**src/rtl/tlbread_arbiter.sv**
```systemverilog
// Two-client arbiter in front of a single TLB-read master port.
// Round-robin or fixed priority, with lock ownership for locked read sequences.
module tlbread_arbiter #(
  parameter bit FIXED_PRIO = 1'b0
) (
  input  logic        clk,
  input  logic        rst_n,

  input  logic        a_do,
  input  logic [1:0]  a_cpl,
  input  logic [31:0] a_address,
  input  logic [3:0]  a_length,
  input  logic [3:0]  a_length_full,
  input  logic        a_lock,
  input  logic        a_rmw,
  output logic        a_done,
  output logic        a_page_fault,
  output logic        a_ac_fault,
  output logic        a_retry,
  output logic [63:0] a_data,

  input  logic        b_do,
  input  logic [1:0]  b_cpl,
  input  logic [31:0] b_address,
  input  logic [3:0]  b_length,
  input  logic [3:0]  b_length_full,
  input  logic        b_lock,
  input  logic        b_rmw,
  output logic        b_done,
  output logic        b_page_fault,
  output logic        b_ac_fault,
  output logic        b_retry,
  output logic [63:0] b_data,

  output logic        tlbread_do,
  output logic [1:0]  tlbread_cpl,
  output logic [31:0] tlbread_address,
  output logic [3:0]  tlbread_length,
  output logic [3:0]  tlbread_length_full,
  output logic        tlbread_lock,
  output logic        tlbread_rmw,
  input  logic        tlbread_done,
  input  logic        tlbread_page_fault,
  input  logic        tlbread_ac_fault,
  input  logic        tlbread_retry,
  input  logic [63:0] tlbread_data,

  output logic [1:0]  grant_owner
);

  localparam logic [1:0] ST_IDLE    = 2'b00;
  localparam logic [1:0] ST_GRANT_A = 2'b01;
  localparam logic [1:0] ST_GRANT_B = 2'b10;
  localparam logic [1:0] OWN_NONE   = 2'b00;
  localparam logic [1:0] OWN_A      = 2'b01;
  localparam logic [1:0] OWN_B      = 2'b10;
  localparam logic       LS_A       = 1'b0;
  localparam logic       LS_B       = 1'b1;

  logic [1:0] state_q, state_d;
  logic       last_served_q, last_served_d;
  logic [1:0] lock_owner_q, lock_owner_d;

  logic fault_s;
  logic term_s;
  logic owner_lock_s;
  logic grant_a_s;
  logic grant_b_s;

  assign fault_s      = tlbread_page_fault | tlbread_ac_fault | tlbread_retry;
  assign term_s       = tlbread_done | fault_s;
  assign owner_lock_s = (state_q == ST_GRANT_B) ? b_lock : a_lock;

  // Outputs are gated by rst_n so nothing leaks out while reset is asserted.
  assign grant_a_s = rst_n & (state_q == ST_GRANT_A);
  assign grant_b_s = rst_n & (state_q == ST_GRANT_B);

  // State register
  always_ff @(posedge clk) begin
    if (!rst_n) begin
      state_q       <= ST_IDLE;
      last_served_q <= LS_B;
      lock_owner_q  <= OWN_NONE;
    end else begin
      state_q       <= state_d;
      last_served_q <= last_served_d;
      lock_owner_q  <= lock_owner_d;
    end
  end

  // Next-state, round-robin history and lock ownership
  always_comb begin
    state_d       = state_q;
    last_served_d = last_served_q;
    lock_owner_d  = lock_owner_q;
    case (state_q)
      ST_IDLE: begin
        case (lock_owner_q)
          OWN_A: begin
            if (a_do) begin
              state_d = ST_GRANT_A;
            end else if (!a_lock) begin
              lock_owner_d = OWN_NONE;
            end else begin
              state_d = ST_IDLE;
            end
          end
          OWN_B: begin
            if (b_do) begin
              state_d = ST_GRANT_B;
            end else if (!b_lock) begin
              lock_owner_d = OWN_NONE;
            end else begin
              state_d = ST_IDLE;
            end
          end
          default: begin
            if (a_do && b_do) begin
              if (FIXED_PRIO || (last_served_q == LS_B)) begin
                state_d = ST_GRANT_A;
              end else begin
                state_d = ST_GRANT_B;
              end
            end else if (a_do) begin
              state_d = ST_GRANT_A;
            end else if (b_do) begin
              state_d = ST_GRANT_B;
            end else begin
              state_d = ST_IDLE;
            end
          end
        endcase
      end
      ST_GRANT_A, ST_GRANT_B: begin
        if (term_s) begin
          state_d       = ST_IDLE;
          last_served_d = (state_q == ST_GRANT_A) ? LS_A : LS_B;
          // A lock is only taken on a clean completion; any fault drops it.
          if (owner_lock_s && tlbread_done && !fault_s) begin
            lock_owner_d = (state_q == ST_GRANT_A) ? OWN_A : OWN_B;
          end else begin
            lock_owner_d = OWN_NONE;
          end
        end else begin
          state_d = state_q;
        end
      end
      default: begin
        state_d = ST_IDLE;
      end
    endcase
  end

  // Request mux towards the master and response routing back to the clients
  always_comb begin
    grant_owner  = {grant_b_s, grant_a_s};
    tlbread_do   = (grant_a_s & a_do) | (grant_b_s & b_do);
    if (grant_b_s) begin
      tlbread_cpl         = b_cpl;
      tlbread_address     = b_address;
      tlbread_length      = b_length;
      tlbread_length_full = b_length_full;
      tlbread_lock        = b_lock;
      tlbread_rmw         = b_rmw;
    end else begin
      tlbread_cpl         = a_cpl;
      tlbread_address     = a_address;
      tlbread_length      = a_length;
      tlbread_length_full = a_length_full;
      tlbread_lock        = a_lock;
      tlbread_rmw         = a_rmw;
    end
    a_done       = grant_a_s & tlbread_done;
    a_page_fault = grant_a_s & tlbread_page_fault;
    a_ac_fault   = grant_a_s & tlbread_ac_fault;
    a_retry      = grant_a_s & tlbread_retry;
    b_done       = grant_b_s & tlbread_done;
    b_page_fault = grant_b_s & tlbread_page_fault;
    b_ac_fault   = grant_b_s & tlbread_ac_fault;
    b_retry      = grant_b_s & tlbread_retry;
    a_data       = tlbread_data;
    b_data       = tlbread_data;
  end

endmodule

```
**config.mk**
```make
export PLATFORM = sky130hd
export DESIGN_NAME = tlbread_arbiter
export DESIGN_NICKNAME = d
export VERILOG_FILES = /design/src/rtl/tlbread_arbiter.sv
export SDC_FILE = /design/constraint.sdc
export NUM_CORES = 1
export LEC_CHECK = 0
export BUFFER_PORTS_ARGS = -buffer_cell sky130_fd_sc_hd__buf_2
export CAP_MARGIN = 20
export CORE_AREA = 3 3 133 135
export DETAILED_ROUTE_END_ITERATION = 10
export DIE_AREA = 0 0 136 138
export SKIP_LAST_GASP = 1
export SLEW_MARGIN = 20
export SYNTH_ARGS = -nofsm -noshare
export SYNTH_HDL_FRONTEND = slang
export SYNTH_SLANG_ARGS = --single-unit
```
**constraint.sdc**
```tcl
create_clock -name clk -period 2.4 [get_ports clk]
set_clock_uncertainty 0.1 [all_clocks]
set_input_delay 0.24 -clock clk [delete_from_list [all_inputs] [get_ports clk]]
set_output_delay 0.24 -clock clk [all_outputs]
set_load 0.05 [all_outputs]
```
==> reports/summary.txt, run 1 <==
Largest net degree at the start of global routing - 32
Net Count, Synth - 406
Yosys warnings - 0
Die width - 136 microns
Asr flop ratio synth - 0%
Drt pass-1 iters - 4
Port bufs - 150
NetSw - 0.364 mW
Root Buffer - clkbuf_16
Buffers from clock root to sink, at most - 2
Post-Synth XOR/XNOR Area - 0%
Peak VDD IR - 149 uV
Syn Std Cell Area - 2040 sq um
Total GRT Usage - 7.22%
Clock latency on the worst-skew pair - 0.23 ns
Antenna Nets Post-Route - 0
Vias in the first global route - 1507
Vias - 1553
# diodes - 0
WP buf/inv - 3
Num CTS Buffers - 3
Antenna violations before repair - 0
R2r worst-path depth - 6
Slowest CP cell - mux2_2
Post-Route M1 WL - 2190 microns
CP cell instances - inv_1, ha_2, and2_2, buf_4, mux2_2, buf_2
RSZ-0062 raised after global routing - false
Pleak - 1.05 nW
Clock-pin slew on the worst setup and hold paths - 0.03 ns
Power density cells - 385 nW/um^2
Cts hold-fix bufs - 0
WL met2 - 3640 microns
Nets - 427
Internal - 0.471 mW
Hold Crit Class - primary input to flip-flop
Family with the most delay on the worst path - buffers and inverters
Final setup TNS - 0 ns
Die area - 18800 sq um
Stages on worst setup path - 6
Residual DRC - 0
Sink Count - 5
CTS HTree Levels - 1
HPWL after detailed placement - 6790 microns
Crit-path max FO - 15
Row count - 47
# setup viols final - 0
Worst Setup End Kind - output pin
Global placer's final weighted congestion - 0.697
Max stage delay on crit path - 0.37 ns
Area Growth Syn to Fin - 6.45%
Largest family of logic cells by synthesized area - buffers and inverters
Number of library cell types mapped by synthesis - 29
WP data required - 2.06 ns
Sequential power share - 11.0%
Final Hold Viols - 0
Synth Register Bits - 5
Met3 routed WL - 1550 microns
Fmax - 439 MHz
Status - completed
Top_reg_cell synth - dfxtp_1
Critical Path AT - 1.94 ns
Net switching fraction of the power - 43.6%
Commonest non-fill, non-tap cells in the layout - buf_2, mux2_2, ha_1
Slew @ Worst Pin - 0.366 ns
Complex-gate fraction of the synthesized area - 4.06%
Avg WL per Cell - 15.9 microns
Fin crit share - 95.0%
Overflow after GRT - 0
Highest Signal Layer - met4
Slew headroom - 75.3%
First-pass GRT wire length - 10100 microns
Ports - 343
Total length of routed wires - 7600 microns
Initial core utilization - 12.3%
Max-cap check violation count - 0
CTS tree - yes
Fin util - 13.1%
Post-synth EDFFs - 0
Die height - 138 microns
Clk network pwr share - 33.2%
Most common cell after layout, fill and taps aside - buf_2
Crit path kind - flip-flop to output pin
Hold Crit Depth - 2
Mapped Cells - 238
Worst setup SP type - flip-flop
Tmin final - 2.28 ns
Sequential area share after synthesis - 4.92%
Simple-gate share of the synthesized area - 8.97%
Via density per instance - 3.25
Syn Area/Cell - 8.55 sq um
Slew Limit Fails - 0
Core area - 16600 sq um
Share of layout cells above drive strength 1 - 80.6%
Mux cell area share after synthesis - 27.0%
Synth Area in Adders - 4.92%
Initial DRC count - 57
Comb pwr share - 55.8%
## worst paths after layout
path / slack, ns / to / start
min reg2reg: 0.40 / lock_owner_q[0] / lock_owner_q[0]
max reg2reg: 0.34 / lock_owner_q[1] / state_q[0]
min: 0.24 / last_served_q / rst_n
max: 0.12 / tlbread_address[18] / state_q[0]
## metrics by stage
stage	instance area, sq um	hold slack (ns)	power, mW	cells	setup slack (ns)
CTS	2160	0.243	0.847	478	0.0244
finish	2170	0.242	0.835	478	0.121
floorplan	2040	0.352	0.984	238	0.414
detailed placement	2090	0.380	0.563	474	0.269
global route	2170	0.276	0.876	478	0.00986
global placement	2090	0.380	0.561	474	0.295
## cells by family (layout without fill, tap and decap cells)
family | count (synthesis) | count (layout)
multiplexers | 49 | 49
buffers and inverters | 140 | 160
AND/OR/NAND/NOR | 26 | 26
flip-flops | 5 | 5
adder cells (fa/ha/maj) | 8 | 8
AO/OA/AOI/OAI | 10 | 10
## cells in the mapped netlist, types with 2 or more instances
cell type / count / area [sq um]
and3_1: 6 / 37.5
buf_2: 5 / 25.0
o211ai_1: 2 / 15.0
inv_1: 4 / 15.0
mux2i_1: 4 / 40.0
buf_4: 130 / 976
mux2_2: 44 / 495
nand2_1: 3 / 11.3
o2111ai_1: 2 / 17.5
or4bb_1: 2 / 22.5
and3_2: 2 / 15.0
ha_1: 8 / 100
and2_1: 6 / 37.5
dfxtp_1: 5 / 100
## routing by layer
| metal | vias up | global-route usage, % |
|---|---|---|
| li1 | 707 | - |
| met1 | 655 | 6.05 |
| met2 | 171 | 12.4 |
| met3 | 20 | 5.63 |
| met4 | 0 | 3.18 |
| met5 | - | 0 |
## area by class of cell
type,count,area [sq um]
flip-flops and latches,5,100
fillers,1920,14400
inverters,4,15.0
repair buffers,152,778
multi-input cells,93,920
well taps,220,275
clock buffers,4,78.8
## state kept, by name (all words and copies together), names as in the netlist
register	count
lock_owner_q	2
last_served_q	1
state_q	2
## power by group through the flow
stage / registers, mW / clock network (mW) / logic [mW]
after floorplan: 0.0920 / 0 / 0.892
after global placement: 0.0933 / 0 / 0.468
after detailed placement: 0.0931 / 0 / 0.470
after CTS: 0.0920 / 0.283 / 0.472
after global routing: 0.0929 / 0.288 / 0.495
final: 0.0921 / 0.277 / 0.465
## what timing repair did
action | in CTS | in global routing
resized for setup | 0 | 1
endpoints found under the hold margin | 0 | 0
buffers inserted | 0 | 0
setup endpoints to repair | 0 | 16
(Power assumes the default switching activity.)
==> run 2: changes to the inputs <==
PLACE_DENSITY = 0.45   (was unset)
==> run 2 against run 1 <==
Wire length up 11%. Global-route usage up 0.69 points. Register-to-register slack worse by 0.07 ns. Worst setup slack better by 0.013 ns. Fmax up 0.57%. Critical endpoint is now tlbread_address[7]. Largest power group unchanged. Highest routed layer is now met5.
==> reports/summary.txt, run 2 (synthesized netlist as in run 1, its figures left out) <==
First-pass GRT wire length - 11000 microns (was 10100 microns)
Slew Limit Fails - 0 (unchanged)
Met1 Use GR - 8.67% (was 6.05%)
Max-cap check violation count - 0 (unchanged)
Overflow after GRT - 0 (unchanged)
Most common cell after layout, fill and taps aside - buf_2 (unchanged)
NetSw - 0.376 mW (was 0.364 mW)
Net switching fraction of the power - 44.3% (was 43.6%)
Row count - 47 (unchanged)
# setup viols final - 0 (unchanged)
Slowest CP cell - mux2_2 (unchanged)
CTS tree - yes (unchanged)
Via density per instance - 3.27 (was 3.25)
Vias in the first global route - 1612 (was 1507)
Comb pwr share - 57.2% (was 55.8%)
Total GRT Usage - 7.91% (was 7.22%)
Clk network pwr share - 31.9% (was 33.2%)
Die height - 138 microns (unchanged)
Slew @ Worst Pin - 0.400 ns (was 0.366 ns)
Crit path kind - flip-flop to output pin (unchanged)
Die area - 18800 sq um (unchanged)
Peak VDD IR - 313 uV (was 149 uV)
RSZ-0062 raised after global routing - false (unchanged)
Clock latency on the worst-skew pair - 0.22 ns (was 0.23 ns)
Share of layout cells above drive strength 1 - 80.6% (unchanged)
Worst setup SP type - flip-flop (unchanged)
Hold endpoint - last_served_q (unchanged)
Antenna violations before repair - 2 (was 0)
Area Growth Syn to Fin - 7.56% (was 6.45%)
# diodes - 0 (unchanged)
R2r worst-path depth - 6 (unchanged)
Power density cells - 388 nW/um^2 (was 385 nW/um^2)
Initial DRC count - 45 (was 57)
Tmin final - 2.27 ns (was 2.28 ns)
Crit-path max FO - 26 (was 15)
Status - completed (unchanged)
Worst r2r src - state_q[0] (unchanged)
Commonest non-fill, non-tap cells in the layout - buf_2, mux2_2, ha_1 (unchanged)
CTS HTree Levels - 1 (unchanged)
CP cell instances - inv_1, ha_4, and2_2, buf_12, mux2_2, buf_2 (was inv_1, ha_2, and2_2, buf_4, mux2_2, buf_2)
Antenna Nets Post-Route - 0 (unchanged)
Sequential power share - 10.9% (was 11.0%)
Core area - 16600 sq um (unchanged)
Sink Count - 5 (unchanged)
Fin util - 13.2% (was 13.1%)
Largest net degree at the start of global routing - 27 (was 32)
Total length of routed wires - 8410 microns (was 7600 microns)
Hold Crit Depth - 2 (unchanged)
WP data required - 2.06 ns (about the same)
Buffers from clock root to sink, at most - 2 (unchanged)
HPWL after detailed placement - 7550 microns (was 6790 microns)
Total power - 0.850 mW (was 0.835 mW)
Ports - 343 (unchanged)
Met3 GRT Util - 2.62% (was 5.63%)
Cts hold-fix bufs - 0 (unchanged)
Worst R2R End - lock_owner_q[1] (unchanged)
Internal - 0.473 mW (was 0.471 mW)
Fin crit share - 94.4% (was 95.0%)
Vias - 1562 (was 1553)
Hold path startpoint - rst_n (unchanged)
Global placer's final weighted congestion - 0.754 (was 0.697)
Num CTS Buffers - 3 (unchanged)
Slew headroom - 73.0% (was 75.3%)
Drt pass-1 iters - 4 (unchanged)
Avg WL per Cell - 17.6 microns (was 15.9 microns)
Top Usage Layer GRT - met2 (unchanged)
Pleak - 1.06 nW (was 1.05 nW)
Die width - 136 microns (unchanged)
Hold Crit Class - primary input to flip-flop (unchanged)
Nets - 427 (unchanged)
Initial core utilization - 12.3% (unchanged)
Final Hold Viols - 0 (unchanged)
Root Buffer - clkbuf_16 (unchanged)
Port bufs - 150 (unchanged)
Fmax - 441 MHz (was 439 MHz)
Residual DRC - 0 (unchanged)
Final setup TNS - 0 ns (unchanged)
Worst reg-to-reg setup slack - 0.27 ns (was 0.34 ns)
Pre-CTS setup slack - 0.272 ns (was 0.269 ns)
Final worst slack - 0.134 ns (was 0.121 ns)
Clock-pin slew on the worst setup and hold paths - 0.03 ns (about the same)
Met2 usage - 14.9% (was 12.4%)
Regs by FF count - lock_owner_q x2, state_q x2, last_served_q x1 (unchanged)
Worst Setup End Kind - output pin (unchanged)
Max stage delay on crit path - 0.38 ns (was 0.37 ns)
Critical Path AT - 1.93 ns (was 1.94 ns)
Filler Cells Inserted - 1950 (was 1920)
run 2: cell type report:
class | count | area [sq um] | share of cell area, %
clock buffers | 4 | 78.8 | 3.60
multi-input cells | 93 | 930 | 42.5
well taps | 220 | 275 | 12.6
flip-flops and latches | 5 | 100 | 4.57
inverters | 4 | 15.0 | 0.686
repair buffers | 152 | 791 | 36.1
run 2: what timing repair did:
action,4_1_cts,5_1_grt
buffers inserted,0,0
endpoints found under the setup margin,0,44
resized for setup,0,2
run 2: how the worst max path moves through the flow:
stage | startpoint | cells past startpoint | endpoint
3_5_place_dp | state_q[0] | 6 | tlbread_address[26]
5_1_grt | state_q[0] | 6 | tlbread_address[26]
4_1_cts | state_q[0] | 6 | tlbread_address[26]
2_1_floorplan | state_q[0] | 6 | lock_owner_q[1]
6_report | state_q[0] | 6 | tlbread_address[7]
3_3_place_gp | state_q[0] | 6 | tlbread_address[7]
run 2: power groups by stage:
stage                     registers, mW  clock network, mW  logic, mW
final                            0.0925              0.271      0.486
after global routing             0.0937              0.279      0.516
after CTS                        0.0921              0.275      0.493
after detailed placement         0.0933                  0      0.492
after global placement           0.0931                  0      0.493
after floorplan                  0.0920                  0      0.892
run 2: critical path: cells and delay by family, from the launching register on:
kind / cells / cell delay (ns)
fa+ha+maj: 1 / 0.19
buf+inv: 3 / 0.57
flops: 1 / 0.32
mux: 1 / 0.38
simple gates: 1 / 0.21
run 2: per-stage QoR:
stage	hold slack [ns]	std cells	cell area [sq um]
6_report	0.231	478	2190
5_1_grt	0.278	478	2190
4_1_cts	0.229	478	2180
3_5_place_dp	0.377	474	2100
3_3_place_gp	0.380	474	2100
2_1_floorplan	0.352	238	2040
run 2: per-layer routing:
metal	up-vias	wire length [microns]
li1	711	-
met1	689	2960
met2	148	4250
met3	10	1120
met4	4	50
met5	-	34
==> run 3: changes to the inputs <==
SLEW_MARGIN = unset   (was 20)
clock period = 2.5 ns   (was 2.4 ns; I/O delays follow)
==> run 3 against run 2 <==
Final cell count unchanged. Register-to-register slack better by 0.14 ns. Combinational power down 4%. Sequential share of layout area about the same.
==> reports/summary.txt, run 3 (synthesized netlist as in run 1, its figures left out) <==
Status - completed (unchanged)
Vias in the first global route - 1521 (was 1612)
Initial DRC count - 45 (unchanged)
Crit path launch - state_q[0] (unchanged)
Post-DP Area - 2080 sq um (was 2100 sq um)
RSZ-0062 raised after global routing - false (unchanged)
Global placer's final weighted congestion - 0.750 (was 0.754)
Via density per instance - 3.22 (was 3.27)
Final setup TNS - 0 ns (unchanged)
CTS HTree Levels - 1 (unchanged)
Port bufs - 150 (unchanged)
Worst Setup End Kind - output pin (unchanged)
Clock latency on the worst-skew pair - 0.23 ns (was 0.22 ns)
Worst r2r src - state_q[0] (unchanged)
Antenna Nets Post-Route - 0 (unchanged)
Hold Crit Class - primary input to flip-flop (unchanged)
WP data required - 2.15 ns (was 2.06 ns)
Fin crit share - 95.4%
Root Buffer - clkbuf_16 (unchanged)
CTS tree - yes (unchanged)
Pleak - 1.06 nW (about the same)
Slowest CP cell - mux2_2 (unchanged)
Die width - 136 microns (unchanged)
Nets - 427 (unchanged)
Slew Limit Fails - 0 (unchanged)
Power density cells - 375 nW/um^2 (was 388 nW/um^2)
Total GRT Usage - 8.12% (was 7.91%)
HPWL after detailed placement - 7740 microns (was 7550 microns)
Crit-path max FO - 23 (was 26)
Ports - 343 (unchanged)
R2r worst-path depth - 6 (unchanged)
Max-cap check violation count - 0 (unchanged)
CTS resizes - 0 (unchanged)
Area Growth Syn to Fin - 7.19% (was 7.56%)
Regs by FF count - lock_owner_q x2, state_q x2, last_served_q x1 (unchanged)
Initial core utilization - 12.3% (unchanged)
Most common cell after layout, fill and taps aside - buf_2 (unchanged)
Die height - 138 microns (unchanged)
Share of layout cells above drive strength 1 - 80.2% (was 80.6%)
# setup viols final - 0 (unchanged)
Residual DRC - 0 (unchanged)
Total length of routed wires - 8910 microns (was 8410 microns)
Drt pass-1 iters - 4 (unchanged)
Final Hold Viols - 0 (unchanged)
Post-CTS setup buffers - 0 (unchanged)
Core area - 16600 sq um (unchanged)
Num CTS Buffers - 3 (unchanged)
Fmax - 419 MHz
Critical Path AT - 2.03 ns (was 1.93 ns)
Final instance area - 2180 sq um (was 2190 sq um)
Commonest non-fill, non-tap cells in the layout - buf_2, mux2_2, ha_1 (unchanged)
Tightest hold margin - 0.233 ns (was 0.231 ns)
Worst setup SP type - flip-flop (unchanged)
Hold path startpoint - rst_n (unchanged)
Slew headroom - 73.1% (was 73.0%)
Slew @ Worst Pin - 0.399 ns (was 0.400 ns)
Antenna violations before repair - 2 (unchanged)
Clock-pin slew on the worst setup and hold paths - 0.03 ns (about the same)
CP cell instances - inv_1, ha_1, and2_2, clkbuf_16, mux2_2, buf_2 (was inv_1, ha_4, and2_2, buf_12, mux2_2, buf_2)
Buffers from clock root to sink, at most - 2 (unchanged)
Overflow after GRT - 0 (unchanged)
Max stage delay on crit path - 0.35 ns (was 0.38 ns)
Peak VDD IR - 252 uV (was 313 uV)
Vias - 1539 (was 1562)
Cts hold-fix bufs - 0 (unchanged)
Crit path kind - flip-flop to output pin (unchanged)
Sink Count - 5 (unchanged)
First-pass GRT wire length - 11300 microns (was 11000 microns)
Hold Crit Depth - 2 (unchanged)
# diodes - 0 (unchanged)
Row count - 47 (unchanged)
Die area - 18800 sq um (unchanged)
Largest net degree at the start of global routing - 47 (was 27)
Avg WL per Cell - 18.6 microns (was 17.6 microns)
Tmin final - 2.38 ns
[run 3: changes by cell type in the layout (fill, tap and decap cells not counted)]
cell,delta
clkbuf_16,+1
ha_4,-1
ha_1,+1
buf_12,-1
[run 3: final timing paths]
path	endpoint	slack (ns)
max	tlbread_address[5]	0.12
min	last_served_q	0.23
max reg2reg	lock_owner_q[1]	0.41
min reg2reg	lock_owner_q[0]	0.40
[run 3: power by group]
part	switching [mW]	internal [mW]
logic	0.310	0.158
registers	0.00366	0.0848
clock network	0.0508	0.211
[run 3: metal layers]
| metal | global-route usage (%) | up-vias | part of all wire [%] |
|---|---|---|---|
| met5 | 0 | - | 0.30 |
| met4 | 1.22 | 4 | 0.77 |
| met3 | 3.42 | 12 | 14 |
| met2 | 14.8 | 152 | 49 |
| met1 | 8.83 | 663 | 36 |
| li1 | - | 708 | - |
[run 3: worst max-delay path, delay by kind of cell, from the launching register on]
| kind | cells | cell delay, ns |
|---|---|---|
| buffers and inverters | 3 | 0.58 |
| adder cells (fa/ha/maj) | 1 | 0.28 |
| flip-flops | 1 | 0.32 |
| multiplexers | 1 | 0.35 |
| AND/OR/NAND/NOR | 1 | 0.27 |
[run 3: stage by stage]
step | power [mW] | instances | setup slack (ns) | util, %
2_1_floorplan | 0.944 | 238 | 0.511 | -
3_3_place_gp | 0.562 | 473 | 0.341 | 12.5
3_5_place_dp | 0.558 | 473 | 0.324 | 12.5
4_1_cts | 0.823 | 477 | 0.0859 | 13.0
5_1_grt | 0.857 | 478 | 0.0189 | 13.2
6_report | 0.819 | 478 | 0.116 | 13.2
[run 3: final cells by class]
| type | count | area, sq um |
|---|---|---|
| inverters | 4 | 15.0 |
| well taps | 220 | 275 |
| multi-input cells | 93 | 917 |
| clock buffers | 4 | 78.8 |
| repair buffers | 152 | 796 |
| flip-flops and latches | 5 | 100 |
| fillers | 1931 | 14400 |
